**src/rtl/mem_stage_lsu_pkg.sv**
```systemverilog
// Shared definitions for the MEM-stage load/store unit.
// Contains the memory-op codes, the FSM states and the op-decoding helpers.
package mem_stage_lsu_pkg;

   localparam int BYTE_W = 8;

   typedef enum logic [3:0] {
      MEMOP_NONE = 4'd0,
      MEMOP_LB   = 4'd1,
      MEMOP_LH   = 4'd2,
      MEMOP_LW   = 4'd3,
      MEMOP_LBU  = 4'd4,
      MEMOP_LHU  = 4'd5,
      MEMOP_SB   = 4'd6,
      MEMOP_SH   = 4'd7,
      MEMOP_SW   = 4'd8
   } memop_e;

   typedef enum logic [1:0] {
      ST_IDLE = 2'd0,
      ST_BUSY = 2'd1,
      ST_DONE = 2'd2
   } state_e;

   // Codes 9-15 are not memory ops and fall through like NONE.
   function automatic logic is_mem_op(input logic [3:0] op);
      return (op >= 4'd1) && (op <= 4'd8);
   endfunction

   function automatic logic is_store_op(input logic [3:0] op);
      return (op >= 4'd6) && (op <= 4'd8);
   endfunction

   // Index of the final byte of the transfer (length minus one).
   function automatic logic [1:0] last_byte(input logic [3:0] op);
      case (op)
         MEMOP_LH, MEMOP_LHU, MEMOP_SH: return 2'd1;
         MEMOP_LW, MEMOP_SW:            return 2'd3;
         default:                       return 2'd0;
      endcase
   endfunction

endpackage

```
**src/rtl/mem_stage_lsu_if.sv**
```systemverilog
// Byte-wide memory-controller port driven by the load/store unit.
interface mem_stage_lsu_if #(
   parameter int XLEN = 32
);
   import mem_stage_lsu_pkg::*;

   logic              req;
   logic              we;
   logic [XLEN-1:0]   addr;
   logic [BYTE_W-1:0] wdata;
   logic [BYTE_W-1:0] rdata;
   logic              ack;

   modport master (output req, we, addr, wdata, input rdata, ack);
   modport slave  (input req, we, addr, wdata, output rdata, ack);
endinterface

```
**src/rtl/mem_stage_lsu_extend.sv**
```systemverilog
// Widens the assembled load buffer to XLEN with sign or zero extension by op.
module mem_stage_lsu_extend
   import mem_stage_lsu_pkg::*;
#(
   parameter int XLEN = 32
) (
   input  memop_e          op,
   input  logic [XLEN-1:0] raw,
   output logic [XLEN-1:0] ext
);

   always_comb begin
      case (op)
         MEMOP_LB:  ext = {{(XLEN-8){raw[7]}}, raw[7:0]};
         MEMOP_LH:  ext = {{(XLEN-16){raw[15]}}, raw[15:0]};
         MEMOP_LBU: ext = {{(XLEN-8){1'b0}}, raw[7:0]};
         MEMOP_LHU: ext = {{(XLEN-16){1'b0}}, raw[15:0]};
         MEMOP_LW:  ext = raw;
         default:   ext = '0;
      endcase
   end

endmodule

```
**src/rtl/mem_stage_lsu.sv**
```systemverilog
// RISC-V MEM stage: ALU results pass straight through, loads/stores run as
// byte-serial transfers on an 8-bit port while stall_req holds the pipeline.
module mem_stage_lsu
   import mem_stage_lsu_pkg::*;
#(
   parameter int XLEN = 32,
   parameter int RAW  = 5
) (
   input  logic            clk,
   input  logic            rst,
   input  logic            rdy,
   input  logic            ex_we,
   input  logic [RAW-1:0]  ex_waddr,
   input  logic [XLEN-1:0] ex_wdata,
   input  logic [3:0]      ex_memop,
   input  logic [XLEN-1:0] ex_maddr,
   input  logic [XLEN-1:0] ex_sdata,
   mem_stage_lsu_if.master bus,
   output logic            stall_req,
   output logic            mem_we,
   output logic [RAW-1:0]  mem_waddr,
   output logic [XLEN-1:0] mem_wdata
);

   localparam int NB    = XLEN / BYTE_W;
   localparam int SEL_W = $clog2(XLEN);

   state_e          state_reg, state_next;
   memop_e          op_reg, op_next;
   logic [1:0]      cnt_reg, cnt_next;
   logic [1:0]      last_reg, last_next;
   logic [XLEN-1:0] addr_reg, addr_next;
   logic [XLEN-1:0] sdata_reg, sdata_next;
   logic [XLEN-1:0] buf_reg, buf_next;
   logic [RAW-1:0]  waddr_reg, waddr_next;
   logic [XLEN-1:0] ext_data;
   logic [SEL_W-1:0] byte_sel;
   logic            capture;

   assign byte_sel = SEL_W'({cnt_reg, 3'b000});
   assign capture  = (state_reg == ST_BUSY) && bus.ack && !is_store_op(op_reg);

   // Each lane of the load buffer only takes the read byte when cnt points at it.
   for (genvar gi = 0; gi < NB; gi++) begin : g_lane
      assign buf_next[gi*BYTE_W +: BYTE_W] =
         (capture && (cnt_reg == 2'(gi))) ? bus.rdata : buf_reg[gi*BYTE_W +: BYTE_W];
   end

   mem_stage_lsu_extend #(.XLEN(XLEN)) u_extend (
      .op  (op_reg),
      .raw (buf_reg),
      .ext (ext_data)
   );

   always_ff @(posedge clk) begin
      if (rst) begin
         state_reg <= ST_IDLE;
         op_reg    <= MEMOP_NONE;
         cnt_reg   <= '0;
         last_reg  <= '0;
         addr_reg  <= '0;
         sdata_reg <= '0;
         buf_reg   <= '0;
         waddr_reg <= '0;
      end else if (rdy) begin
         state_reg <= state_next;
         op_reg    <= op_next;
         cnt_reg   <= cnt_next;
         last_reg  <= last_next;
         addr_reg  <= addr_next;
         sdata_reg <= sdata_next;
         buf_reg   <= buf_next;
         waddr_reg <= waddr_next;
      end
   end

   always_comb begin
      state_next = state_reg;
      op_next    = op_reg;
      cnt_next   = cnt_reg;
      last_next  = last_reg;
      addr_next  = addr_reg;
      sdata_next = sdata_reg;
      waddr_next = waddr_reg;
      stall_req  = 1'b0;
      mem_we     = 1'b0;
      mem_waddr  = '0;
      mem_wdata  = '0;
      bus.req    = 1'b0;
      bus.we     = 1'b0;
      bus.addr   = '0;
      bus.wdata  = '0;

      case (state_reg)
         ST_IDLE: begin
            // Reset while idle forces every output low.
            if (!rst) begin
               if (is_mem_op(ex_memop)) begin
                  stall_req  = 1'b1;
                  state_next = ST_BUSY;
                  op_next    = memop_e'(ex_memop);
                  addr_next  = ex_maddr;
                  sdata_next = ex_sdata;
                  waddr_next = ex_waddr;
                  last_next  = last_byte(ex_memop);
                  cnt_next   = '0;
               end else begin
                  mem_we    = ex_we;
                  mem_waddr = ex_waddr;
                  mem_wdata = ex_wdata;
               end
            end
         end
         ST_BUSY: begin
            stall_req = 1'b1;
            bus.req   = 1'b1;
            bus.we    = is_store_op(op_reg);
            bus.addr  = addr_reg + XLEN'(cnt_reg);
            bus.wdata = sdata_reg[byte_sel +: BYTE_W];
            if (bus.ack) begin
               cnt_next = cnt_reg + 2'd1;
               if (cnt_reg == last_reg) begin
                  state_next = ST_DONE;
               end
            end
         end
         ST_DONE: begin
            if (!is_store_op(op_reg)) begin
               mem_we    = 1'b1;
               mem_waddr = waddr_reg;
               mem_wdata = ext_data;
            end
            state_next = ST_IDLE;
            cnt_next   = '0;
         end
         default: state_next = ST_IDLE;
      endcase
   end

endmodule

```
**src/flat_wrapper.sv**
```systemverilog
// flat-port wrapper written by rule: the top's interface ports become plain ports
module mem_stage_lsu_flat import mem_stage_lsu_pkg::*;
#(
   parameter int XLEN = 32,
   parameter int RAW  = 5
)
  (clk, rst, rdy, ex_we, ex_waddr, ex_wdata, ex_memop, ex_maddr, ex_sdata, stall_req, mem_we, mem_waddr, mem_wdata, bus_req, bus_we, bus_addr, bus_wdata, bus_rdata, bus_ack);
  mem_stage_lsu_if #(.XLEN(XLEN)) bus_i ();
  input  logic clk;
  input  logic rst;
  input  logic rdy;
  input  logic ex_we;
  input  logic [RAW-1:0] ex_waddr;
  input  logic [XLEN-1:0] ex_wdata;
  input  logic [3:0] ex_memop;
  input  logic [XLEN-1:0] ex_maddr;
  input  logic [XLEN-1:0] ex_sdata;
  output logic stall_req;
  output logic mem_we;
  output logic [RAW-1:0] mem_waddr;
  output logic [XLEN-1:0] mem_wdata;
  output wire logic [$bits(bus_i.req)-1:0] bus_req;
  output wire logic [$bits(bus_i.we)-1:0] bus_we;
  output wire logic [$bits(bus_i.addr)-1:0] bus_addr;
  output wire logic [$bits(bus_i.wdata)-1:0] bus_wdata;
  input wire logic [$bits(bus_i.rdata)-1:0] bus_rdata;
  input wire logic [$bits(bus_i.ack)-1:0] bus_ack;
  assign bus_req = bus_i.req;
  assign bus_we = bus_i.we;
  assign bus_addr = bus_i.addr;
  assign bus_wdata = bus_i.wdata;
  assign bus_i.rdata = bus_rdata;
  assign bus_i.ack = bus_ack;
  mem_stage_lsu #(.XLEN(XLEN), .RAW(RAW)) u_core (.clk(clk), .rst(rst), .rdy(rdy), .ex_we(ex_we), .ex_waddr(ex_waddr), .ex_wdata(ex_wdata), .ex_memop(ex_memop), .ex_maddr(ex_maddr), .ex_sdata(ex_sdata), .bus(bus_i), .stall_req(stall_req), .mem_we(mem_we), .mem_waddr(mem_waddr), .mem_wdata(mem_wdata));
endmodule
```
**config.mk**
```make
export PLATFORM = sky130hd
export DESIGN_NAME = mem_stage_lsu_flat
export DESIGN_NICKNAME = d
export VERILOG_FILES = /design/src/rtl/mem_stage_lsu_pkg.sv /design/src/rtl/mem_stage_lsu_if.sv /design/src/rtl/mem_stage_lsu_extend.sv /design/src/rtl/mem_stage_lsu.sv /design/src/flat_wrapper.sv
export SDC_FILE = /design/constraint.sdc
export NUM_CORES = 1
export LEC_CHECK = 0
export BUFFER_PORTS_ARGS = -buffer_cell sky130_fd_sc_hd__buf_2
export CAP_MARGIN = 20
export CELL_PAD_IN_SITES_DETAIL_PLACEMENT = 1
export CELL_PAD_IN_SITES_GLOBAL_PLACEMENT = 1
export CORE_MARGIN = 4
export CORE_UTILIZATION = 36
export DETAILED_ROUTE_END_ITERATION = 8
export PLACE_DENSITY = 0.85
export SKIP_CTS_REPAIR_TIMING = 1
export SYNTH_ARGS = -nofsm -noshare
export SYNTH_HDL_FRONTEND = slang
export SYNTH_SLANG_ARGS = --single-unit
```
**constraint.sdc**
```tcl
create_clock -name clk -period 2.8 [get_ports clk]
set_input_delay 0.28 -clock clk [delete_from_list [all_inputs] [get_ports clk]]
set_output_delay 0.28 -clock clk [all_outputs]
set_load 0.02 [all_outputs]
```
# --- After elaboration in Yosys (flattened, before gate mapping) ---
# Cells that the tools add are included.
# Widths: inputs -> output; s select.
totals:
  output_inout_bits: 81
  wordCells: 86
  inputBits: 118
  reg_bits: 111
classes:
  muxes: 28
  order_cmp: 4
  n_shift: 1
  n_eq_ne: 19
  n_reduce_logical: 21
  addsub: 2
ops:
  columns: ["cell", "count"]
  rows:
  - ["$pmux 32 s5", 1]
  - ["$mux 32", 4]
  - ["$pmux 32 s2", 1]
  - ["$add 32x2->32", 1]
  - ["$shiftx 32x6->8", 1]
  - ["$eq 4x2->1 const B", 4]
  - ["$eq 4x3->1 const B", 4]
  - ["$mux 5", 3]
  - ["$mux 2", 5]
  - ["$pmux 5 s2", 1]
  - ["$le 4x4->1 const B", 2]
  - ["$logic_and 1x1->1", 8]
  - ["$mux 8", 1]
  - ["$pmux 2 s2", 2]
  - ["$reduce_and 2->1", 4]
  - ["$reduce_and 4->1", 2]
  - ["$mux 1", 7]
  - ["$eq 2x2->1 const B", 3]
  - ["$pmux 2 s3", 1]
  - ["$eq 2x1->1 const B", 2]
  - ["$eq 4x1->1 const B", 1]
  - ["$eq 4x4->1 const B", 1]
  - ["$ge 4x1->1 const B", 1]
  - ["$ge 4x3->1 const B", 1]
  - ["other kinds (11)", 14]

# --- Longest topological paths before layout ---
# Gate-level depths: netlist of run 1.
logic_depth:
  ltp_word: 6
  ltp_mapped: 7
  ltp_nobuf: 6

# --- Modules after synthesis ---
# A second synthesis of run 1 with hierarchy kept.
unflattened:
  cells_unflattened: 730
  area_unflattened_um2: 6065.8
by_module_without_submodules:
  columns: ["module", "cells_each", "instances", "area_each_um2", "seq_area_each_um2"]
  rows:
  - ["mem_stage_lsu", 683, 1, 5689.2, 2222.1]
  - ["mem_stage_lsu_extend", 47, 1, 376.6, 0.0]

# --- Worst setup path after synthesis of run 1 ---
# OpenSTA, ideal clock, no wires.
synth_path:
  path_kind: "flip-flop to output port"
  start: "register u_core.cnt_reg[0]"
  end: "output port bus_addr[30]"
  slack_ps: 53
  stages_incl_launch_ff: 8
  arrival_time_ps: 2467
  path_buffers: 1
  required_ps: 2520
  path_cell_list: "dfxtp_1 ha_1 fa_1 nand4_2 or3_4 buf_6 or4_1 a21oi_1"
synth_via:
  elab_chain_len: 2
synth_rtl:
  columns: ["item", "line", "rtl"]
  rows:
  - ["from (decl)", "mem_stage_lsu.sv:30", "logic [1:0] cnt_reg, cnt_next;"]
  - ["from (signal assigned)", "mem_stage_lsu.sv:68", "cnt_reg <= cnt_next;"]
  - ["$add 32x2->32", "mem_stage_lsu.sv:118", "bus.addr = addr_reg + XLEN'(cnt_reg);"]
  - ["$mux 32", "mem_stage_lsu.sv:94", "case (state_reg)"]
  - ["to (decl)", "flat_wrapper.sv:24", "output wire logic [$bits(bus_i.addr)-1:0] bus_addr;"]
# No other way between the ends.

# --- Final worst setup path of run 1 ---
layout_path:
  start: "register u_core.addr_reg[1]"
  end: "output port bus_addr[31]"
layout_via:
  elab_chain_len: 2
layout_rtl:
  columns: ["item", "line", "rtl"]
  rows:
  - ["from (decl)", "mem_stage_lsu.sv:32", "logic [XLEN-1:0] addr_reg, addr_next;"]
  - ["from (signal assigned)", "mem_stage_lsu.sv:70", "addr_reg <= addr_next;"]
  - ["$add 32x2->32", "mem_stage_lsu.sv:118", null]
  - ["$mux 32", "mem_stage_lsu.sv:94", null]
# No other way between the ends.

==> results of run 1 <==
## critical path: stages, from the launching register on
cell and delay [ns]:
dfxtp_1 0.35, ha_1 0.29, a21oi_1 0.12, or4_4 0.52, or4_1 0.50, a21oi_1 0.18, buf_4 0.17
## cell type report
cell class | instances | area (um2) | area share
clock inverters | 2 | 15.0 | 0.00202
repair buffers | 217 | 1180 | 0.159
inverters | 10 | 37.5 | 0.00505
multi-input cells | 553 | 3430 | 0.462
well taps | 216 | 270 | 0.0364
clock buffers | 14 | 264 | 0.0355
flip-flops and latches | 111 | 2230 | 0.300
## layout by cell type, fill, tap and decap left out, types with 10 or more instances in the layout
master     synthesis  routed
nor2_1            50      50
or4_1             12      10
buf_2             12     189
nand2_1          160     160
o2bb2ai_1         24      24
inv_1             10      10
buf_4              0      26
o31ai_1           12      12
a22o_1            13      13
a21oi_1          122     118
mux2i_1           33      33
dfxtp_1          111     104
and2_1            10      10
## report_power, final
part / total, uW / internal (uW) / switching [uW] / leakage (uW)
registers: 1710 / 1640 / 68.2 / 0.000905
logic: 527 / 212 / 315 / 0.00209
clock network: 1250 / 655 / 593 / 0.000129
total: 3490 / 2510 / 976 / 0.00312
## logic make-up after synthesis
| logic type | Yosys count | share of synthesized area |
|---|---|---|
| DFF | 111 | 0.380 |
| buffers and inverters | 67 | 0.0495 |
| and+or+nand+nor | 299 | 0.244 |
| muxes | 41 | 0.0873 |
| adders and majority gates | 7 | 0.0163 |
| AOI/OAI and AO/OA | 192 | 0.204 |
| xor gates and xnor gates | 12 | 0.0180 |
## through the flow
step                      area (um2)  setup TNS [ns]  std cells  hold slack [ns]  setup slack [ns]
after floorplan                 5840               0        729            0.392            0.0533
after global placement          7000               0       1100            0.441             0.265
after detailed placement        7000               0       1100            0.448             0.175
after CTS                       7280           -1.36       1116            0.144            -0.224
after global routing            7430          -0.141       1123            0.154           -0.0521
final                           7430               0       1123            0.157            0.0474
## layer usage
metal  track usage  vias to the layer above  routed length [um]
met2         0.348                      170                9600
met3        0.0394                       19                1080
li1              -                     2927                   -
met1         0.260                     2895                8380
met5             0                        -                   0
met4        0.0409                        0                 222
## worst max path at each step
stage	start	endpoint	depth (start not counted)
floorplan	u_core.cnt_reg[0]	bus_addr[30]	7
global placement	u_core.addr_reg[0]	bus_addr[28]	7
detailed placement	u_core.addr_reg[0]	bus_addr[30]	7
CTS	u_core.addr_reg[0]	bus_addr[30]	7
global route	u_core.addr_reg[1]	bus_addr[31]	6
finish	u_core.addr_reg[1]	bus_addr[31]	6
==> results.yml, run 1 <==
routing:
  drc: 0
  viasPerCell: 5.35
  wl_per_cell_um: 17.2
  final_antenna_net_count: 0
  drt_iter0_drc: 226
  drt_pre_antenna_iters: 4
  vias: 6011
  routed_wl_um: 19300
sta:
  rsz0062_at_grt: "yes"
  max_slew_margin: 0.498
  drv_slew: 0
  max_freq_ghz: 0.363
  finalCritPeriodShare: 0.983
  min_period_ns: 2.75
  worst_slew_pin_slew_ns: 0.753
  finClkSkew_ns: 0.00587
  hold_viol: 0
  setup_violations: 0
power:
  power_uw: 3490
  power.density_mw_per_mm2: 469
  vdd_drop_max_mv: 0.273
  p_leak_uw: 0.00312
final_layout:
  syn_to_final_growth_pct: 27.1
  n_antenna_cell: 0
  drive_above_1_share: 0.303
  nNetsFinal: 1027
  postLayoutCoreUtil: 0.468
  fillers: 1991
floorplanning:
  die_area_mm2: 0.0183
  initial_core_util: 0.368
  ios: 199
  die_x_um: 135
  rows: 46
  die_h_um: 135
  coreArea_mm2: 0.0159
clock_network:
  cts_root_buffer: "clkbuf_16"
  clkTransAtPathRegs_ns: 0.07
  clk_latency_ns: 0.35
  h-tree-depth: 3
  numCtsBuffers: 9
  cts.sinks: 111
  cts_tree: "built"
  clk_path_buf_depth: 2
min_path:
  holdPathEnd: "u_core.sdata_reg[25]"
  holdCritStartpoint: "ex_sdata[25]"
  holdCritPathClass: "input pin to register"
  min_path_cells: 3
synthesis:
  synth_area_mm2: 0.00584
  synth_common_cells: "160 x nand2_1, 122 x a21oi_1, 111 x dfxtp_1"
  ys.flop_type: "dfxtp_1"
  ys_top_cells_by_area: "dfxtp_1 38%, a21oi_1 10%, nand2_1 10%"
  syn_area_per_cell_um2: 8.02
  syn_inst: 729
  syn-num-nets: 854
  ys_ff_latch: 111
  yosysUniqueCellTypes: 50
  synth_top_cell_by_area: "dfxtp_1"
  yosysTopAreaCellShare: 0.380
  yosysMostFrequentCell: "nand2_1"
  synth_edf_count: 0
  yosysSeqAreaShare: 0.380
  synth-async-reset-ratio: 0
  ys_warn_count: 0
critical_path:
  critPathLaunchType: "register"
  worstReg2RegStart: "u_core.state_reg[0]"
  crit_fanout: 10
  path_class: "register to output port"
  worstPathRequired_ns: 2.52
  ff2ff_setup_slack_ns: 0.61
  arrival_ns: 2.47
  worstReg2RegEnd: "u_core.addr_reg[12]"
  reg2regPathDepth: 5
  endpoint_kind: "output port"
global_routing:
  grt_usage: 0.201
  grt_overflow: 0
  grt_pass1_vias: 5978
  grt_pass1_wl_um: 30100
  grt_max_degree: 60
  antenna_found_initial: 0
placement:
  place_congestion: 0.828
  hpwl_um: 14000
  port-buffer-count: 198
run_status:
  status: "completed"
run:
  cap_violations: 0
Power figures use the tool's default switching activity.
==> run 2: changes to the inputs <==
CORE_UTILIZATION = 39   (was 36)
PLACE_DENSITY = 0.91   (was 0.85)
clock period = 3.2 ns   (was 2.8 ns; I/O delays follow)
==> results.yml, run 2 (synthesized netlist as in run 1, its figures left out) <==
sta:
  finalCritPeriodShare: 0.936
  min_period_ns: 3.00
  drv_slew: 0
  hold_viol: 0
  setup_tns_ns: 0
  rsz0062_at_grt: "no"
  max_freq_ghz: 0.334
  finClkSkew_ns: 0.00849
  worst_slew_pin_slew_ns: 0.801
  setup_violations: 0
  max_slew_margin: 0.466
run:
  cap_violations: 0
global_routing:
  antenna_found_initial: 1
  grt_pass1_wl_um: 29100
  grt_usage: 0.213
  grt_max_degree: 70
  grt_pass1_vias: 5812
  grt_overflow: 0
routing:
  drc: 0
  drt_pre_antenna_iters: 4
  drt_iter0_drc: 252
  vias: 5869
  routed_wl_um: 18600
  viasPerCell: 5.41
  wl_per_cell_um: 17.1
  final_antenna_net_count: 0
critical_path:
  critPathSlowestCell: "or4_1"
  worstPathRequired_ns: 2.88
  endpoint_kind: "output port"
  cpPeakStageDelay_ns: 0.52
  worstReg2RegStart: "u_core.state_reg[0]"
  path_class: "register to output port"
  crit_fanout: 15
  crit_chain: "ha_1, fa_1, nand4_2, or3_4, or4_1, a21oi_1, buf_2"
  arrival_ns: 2.68
  startpoint: "u_core.addr_reg[0]"
  critPathLaunchType: "register"
floorplanning:
  initial_core_util: 0.401
  coreArea_mm2: 0.0146
  die_h_um: 130
  rows: 44
  die_x_um: 130
  ios: 199
  die_area_mm2: 0.0170
power:
  p_leak_uw: 0.00309
  power.density_mw_per_mm2: 414
  vdd_drop_max_mv: 0.230
placement:
  place_area_mm2: 0.00695
  place_congestion: 0.807
  port-buffer-count: 198
  hpwl_um: 13600
clock_network:
  cts_root_buffer: "clkbuf_16"
  clkTransAtPathRegs_ns: 0.07
  clk_latency_ns: 0.35
  cts_tree: "built"
  numCtsBuffers: 9
  h-tree-depth: 3
  cts.sinks: 111
  clk_path_buf_depth: 2
min_path:
  holdCritPathClass: "input pin to register"
  holdCritStartpoint: "ex_maddr[26]"
final_layout:
  n_antenna_cell: 0
  fin_area_mm2: 0.00722
  syn_to_final_growth_pct: 23.5
  layout_commonest_cell: "buf_2"
  drive_above_1_share: 0.281
  final_cell_mix: "197 x buf_2, 160 x nand2_1, 122 x a21oi_1, 111 x dfxtp_1, 50 x nor2_1"
  nNetsFinal: 1021
run_status:
  status: "completed"
[run 2: cell count changes in the layout (fill, tap and decap cells not counted), sizes merged]
cell and change:
or4 -1, clkinv +3, buf -4, clkinvlp -1
or3 -1, clkbuf -3
[run 2: routing by layer]
layer,part of all wire,track usage,vias to the layer above,routed length [um]
li1,-,-,2907,-
met1,0.45,0.279,2787,8270
met2,0.48,0.359,146,8920
met3,0.054,0.0341,27,1000
met4,0.019,0.0708,2,351
met5,0.00065,0,-,12
[run 2: final timing paths]
check / depth (start not counted) / end / slack, ns
min: 3 / u_core.addr_reg[26] / 0.20
max reg2reg: 5 / u_core.sdata_reg[17] / 0.95
min reg2reg: 2 / u_core.sdata_reg[22] / 0.46
max: 7 / bus_addr[30] / 0.20
[run 2: final cells by class]
class / count / area (um2)
Fill cell: 1854 / 7370
Multi-Input combinational cell: 551 / 3350
Sequential cell: 111 / 2220
Timing Repair Buffer: 213 / 1120
Clock buffer: 11 / 243
Tap cell: 184 / 230
Inverter: 10 / 37.5
Clock inverter: 4 / 22.5
[run 2: report_power, final]
part	leakage (uW)	total [uW]	switching [uW]	internal, uW
sequential	0.000902	1490	56.1	1440
combinational	0.00206	456	274	182
clock	0.000131	1040	495	542
[run 2: through the flow]
stage | hold WS, ns | util | power [uW] | setup slack, ns | std cells
final | 0.202 | 0.495 | 2990 | 0.205 | 1084
after global routing | 0.203 | 0.495 | 3130 | 0.0591 | 1084
after CTS | 0.190 | 0.495 | 3020 | 0.168 | 1084
after detailed placement | 0.448 | 0.477 | 1990 | 0.551 | 1069
after global placement | 0.441 | 0.477 | 1970 | 0.598 | 1069
after floorplan | 0.432 | - | 1780 | 0.413 | 729
[run 2: critical path: cells and delay by family, from the launching register on]
kind / cells / cell delay (ns)
flip-flops: 1 / 0.33
AND/OR/NAND/NOR: 3 / 1.19
buffers and inverters: 1 / 0.19
adder cells (fa/ha/maj): 2 / 0.45
AO/OA/AOI/OAI: 1 / 0.17
==> run 3: changes to the inputs <==
clock period = 3.7 ns   (was 3.2 ns; I/O delays follow)
==> results.yml, run 3 (synthesized netlist as in run 1, its figures left out) <==
power:
  power.switching_uw: 712
  combPwrFrac: 0.145
  vdd_drop_max_mv: 0.205
  p_seq_frac: 0.481
  clkPwrFrac: 0.374
  swShare: 0.265
  p_int_uw: 1980
  power.density_mw_per_mm2: 372
  p_leak_uw: 0.00309
critical_path:
  worstPathRequired_ns: 3.33
  critPathSlowestCell: "or4_1"
  ff2ff_setup_slack_ns: 1.32
  reg2regPathDepth: 5
  crit_chain: "buf_4, fa_1, nand4_2, or3_4, or4_1, a21oi_1, buf_2"
  arrival_ns: 2.75
  worstReg2RegStart: "u_core.state_reg[0]"
  path_delay_family: "simple AND/OR/NAND/NOR gates"
  critPathLaunchType: "register"
  worstReg2RegEnd: "u_core.addr_reg[24]"
  critical_path_buf_inv_count: 2
  endpoint_kind: "output port"
  crit_fanout: 15
  cpPeakStageDelay_ns: 0.53
  path_class: "register to output port"
floorplanning:
  initial_core_util: 0.401
  coreArea_mm2: 0.0146
  die_x_um: 130
  rows: 44
  die_h_um: 130
  die_area_mm2: 0.0170
  ios: 199
sta:
  rsz0062_at_grt: "no"
  hold_viol: 0
  max_slew_margin: 0.277
  setup_ws_ns: 0.578
  max_freq_ghz: 0.320
  setup_tns_ns: 0
  min_period_ns: 3.12
  setup_violations: 0
  finClkSkew_ns: 0.00552
  drv_slew: 0
  finalCritPeriodShare: 0.844
  worst_slew_pin_slew_ns: 1.08
final_layout:
  drive_above_1_share: 0.276
  layout_commonest_cell: "buf_2"
  final_cell_mix: "197 x buf_2, 160 x nand2_1, 122 x a21oi_1, 111 x dfxtp_1, 50 x nor2_1"
  syn_to_final_growth_pct: 23.5
  nNetsFinal: 1015
  fillers: 1846
clock_network:
  cts_tree: "built"
  clk_latency_ns: 0.35
  cts_root_buffer: "clkbuf_16"
  h-tree-depth: 3
  clk_path_buf_depth: 2
  cts.sinks: 111
  clkTransAtPathRegs_ns: 0.07
  numCtsBuffers: 9
global_routing:
  grt_usage: 0.215
  grt_pass1_vias: 5977
  antenna_found_initial: 1
  grt_pass1_wl_um: 29400
  grt_max_degree: 66
  grt_overflow: 0
placement:
  place_congestion: 0.781
  place_ws_ns: 0.883
  port-buffer-count: 198
  hpwl_um: 13500
run_status:
  status: "completed"
min_path:
  holdCritStartpoint: "ex_maddr[7]"
  holdPathEnd: "u_core.addr_reg[7]"
  min_path_cells: 3
  holdCritPathClass: "input pin to register"
routing:
  viasPerCell: 5.46
  drt_pre_antenna_iters: 4
  wl_per_cell_um: 17.2
  vias: 5896
  routed_wl_um: 18500
  drc: 0
  drt_iter0_drc: 323
  final_antenna_net_count: 0
run:
  cap_violations: 0
run 3: cell count changes in the layout (fill, tap and decap cells not counted), sizes merged:
cell      before  now
bufinv         0    1
diode          0    1
clkinvlp       1    0
buf          213  207
clkbuf        11   13
clkinv         3    1
run 3: power by group through the flow:
stage | logic (uW) | clock network [uW] | registers (uW)
6_report | 390 | 1000 | 1290
5_1_grt | 434 | 1090 | 1300
4_1_cts | 395 | 1040 | 1290
3_5_place_dp | 393 | 0 | 1320
3_3_place_gp | 381 | 0 | 1320
2_1_floorplan | 243 | 0 | 1300
run 3: layout make-up:
type / instances / area [um2] / area share
multi-input cells: 551 / 3350 / 0.463
flip-flops and latches: 111 / 2220 / 0.308
repair buffers: 207 / 1070 / 0.149
clock buffers: 13 / 270 / 0.0374
well taps: 184 / 230 / 0.0319
clock inverters: 2 / 38.8 / 0.00537
inverters: 10 / 37.5 / 0.00520
diodes: 1 / 2.50 / 0.000347
run 3: how the worst max path moves through the flow:
stage	start	end	slack [ns]	cells after the start
detailed placement	ex_memop[0]	mem_wdata[15]	0.88	7
global route	u_core.cnt_reg[1]	bus_addr[30]	0.41	7
floorplan	u_core.cnt_reg[0]	bus_addr[30]	0.86	7
global placement	u_core.cnt_reg[1]	bus_addr[30]	0.98	7
finish	u_core.cnt_reg[1]	bus_addr[18]	0.58	7
CTS	u_core.cnt_reg[1]	bus_addr[18]	0.54	7
run 3: metrics by stage:
stage | hold WS (ns) | area, um2 | utilization | total power, uW | cells
after floorplan | 0.433 | 5840 | - | 1540 | 729
after global placement | 0.442 | 6910 | 0.474 | 1700 | 1063
after detailed placement | 0.448 | 6910 | 0.474 | 1710 | 1063
after CTS | 0.242 | 7220 | 0.495 | 2730 | 1078
after global routing | 0.246 | 7220 | 0.495 | 2820 | 1079
final | 0.258 | 7220 | 0.495 | 2690 | 1079
run 3: worst reg2reg max path: cells and delay by family (launching register included):
| family | cells | cell delay, ns |
|---|---|---|
| AOI/OAI and AO/OA | 1 | 0.08 |
| and+or+nand+nor | 3 | 1.43 |
| buffers and inverters | 1 | 0.33 |
| DFF | 1 | 0.40 |
run 3: routing by layer:
metal | global-route usage | up-vias | routed length (um)
li1 | - | 2899 | -
met1 | 0.273 | 2812 | 8050
met2 | 0.375 | 161 | 9120
met3 | 0.0301 | 24 | 973
met4 | 0.0780 | 0 | 385
met5 | 0 | - | 0
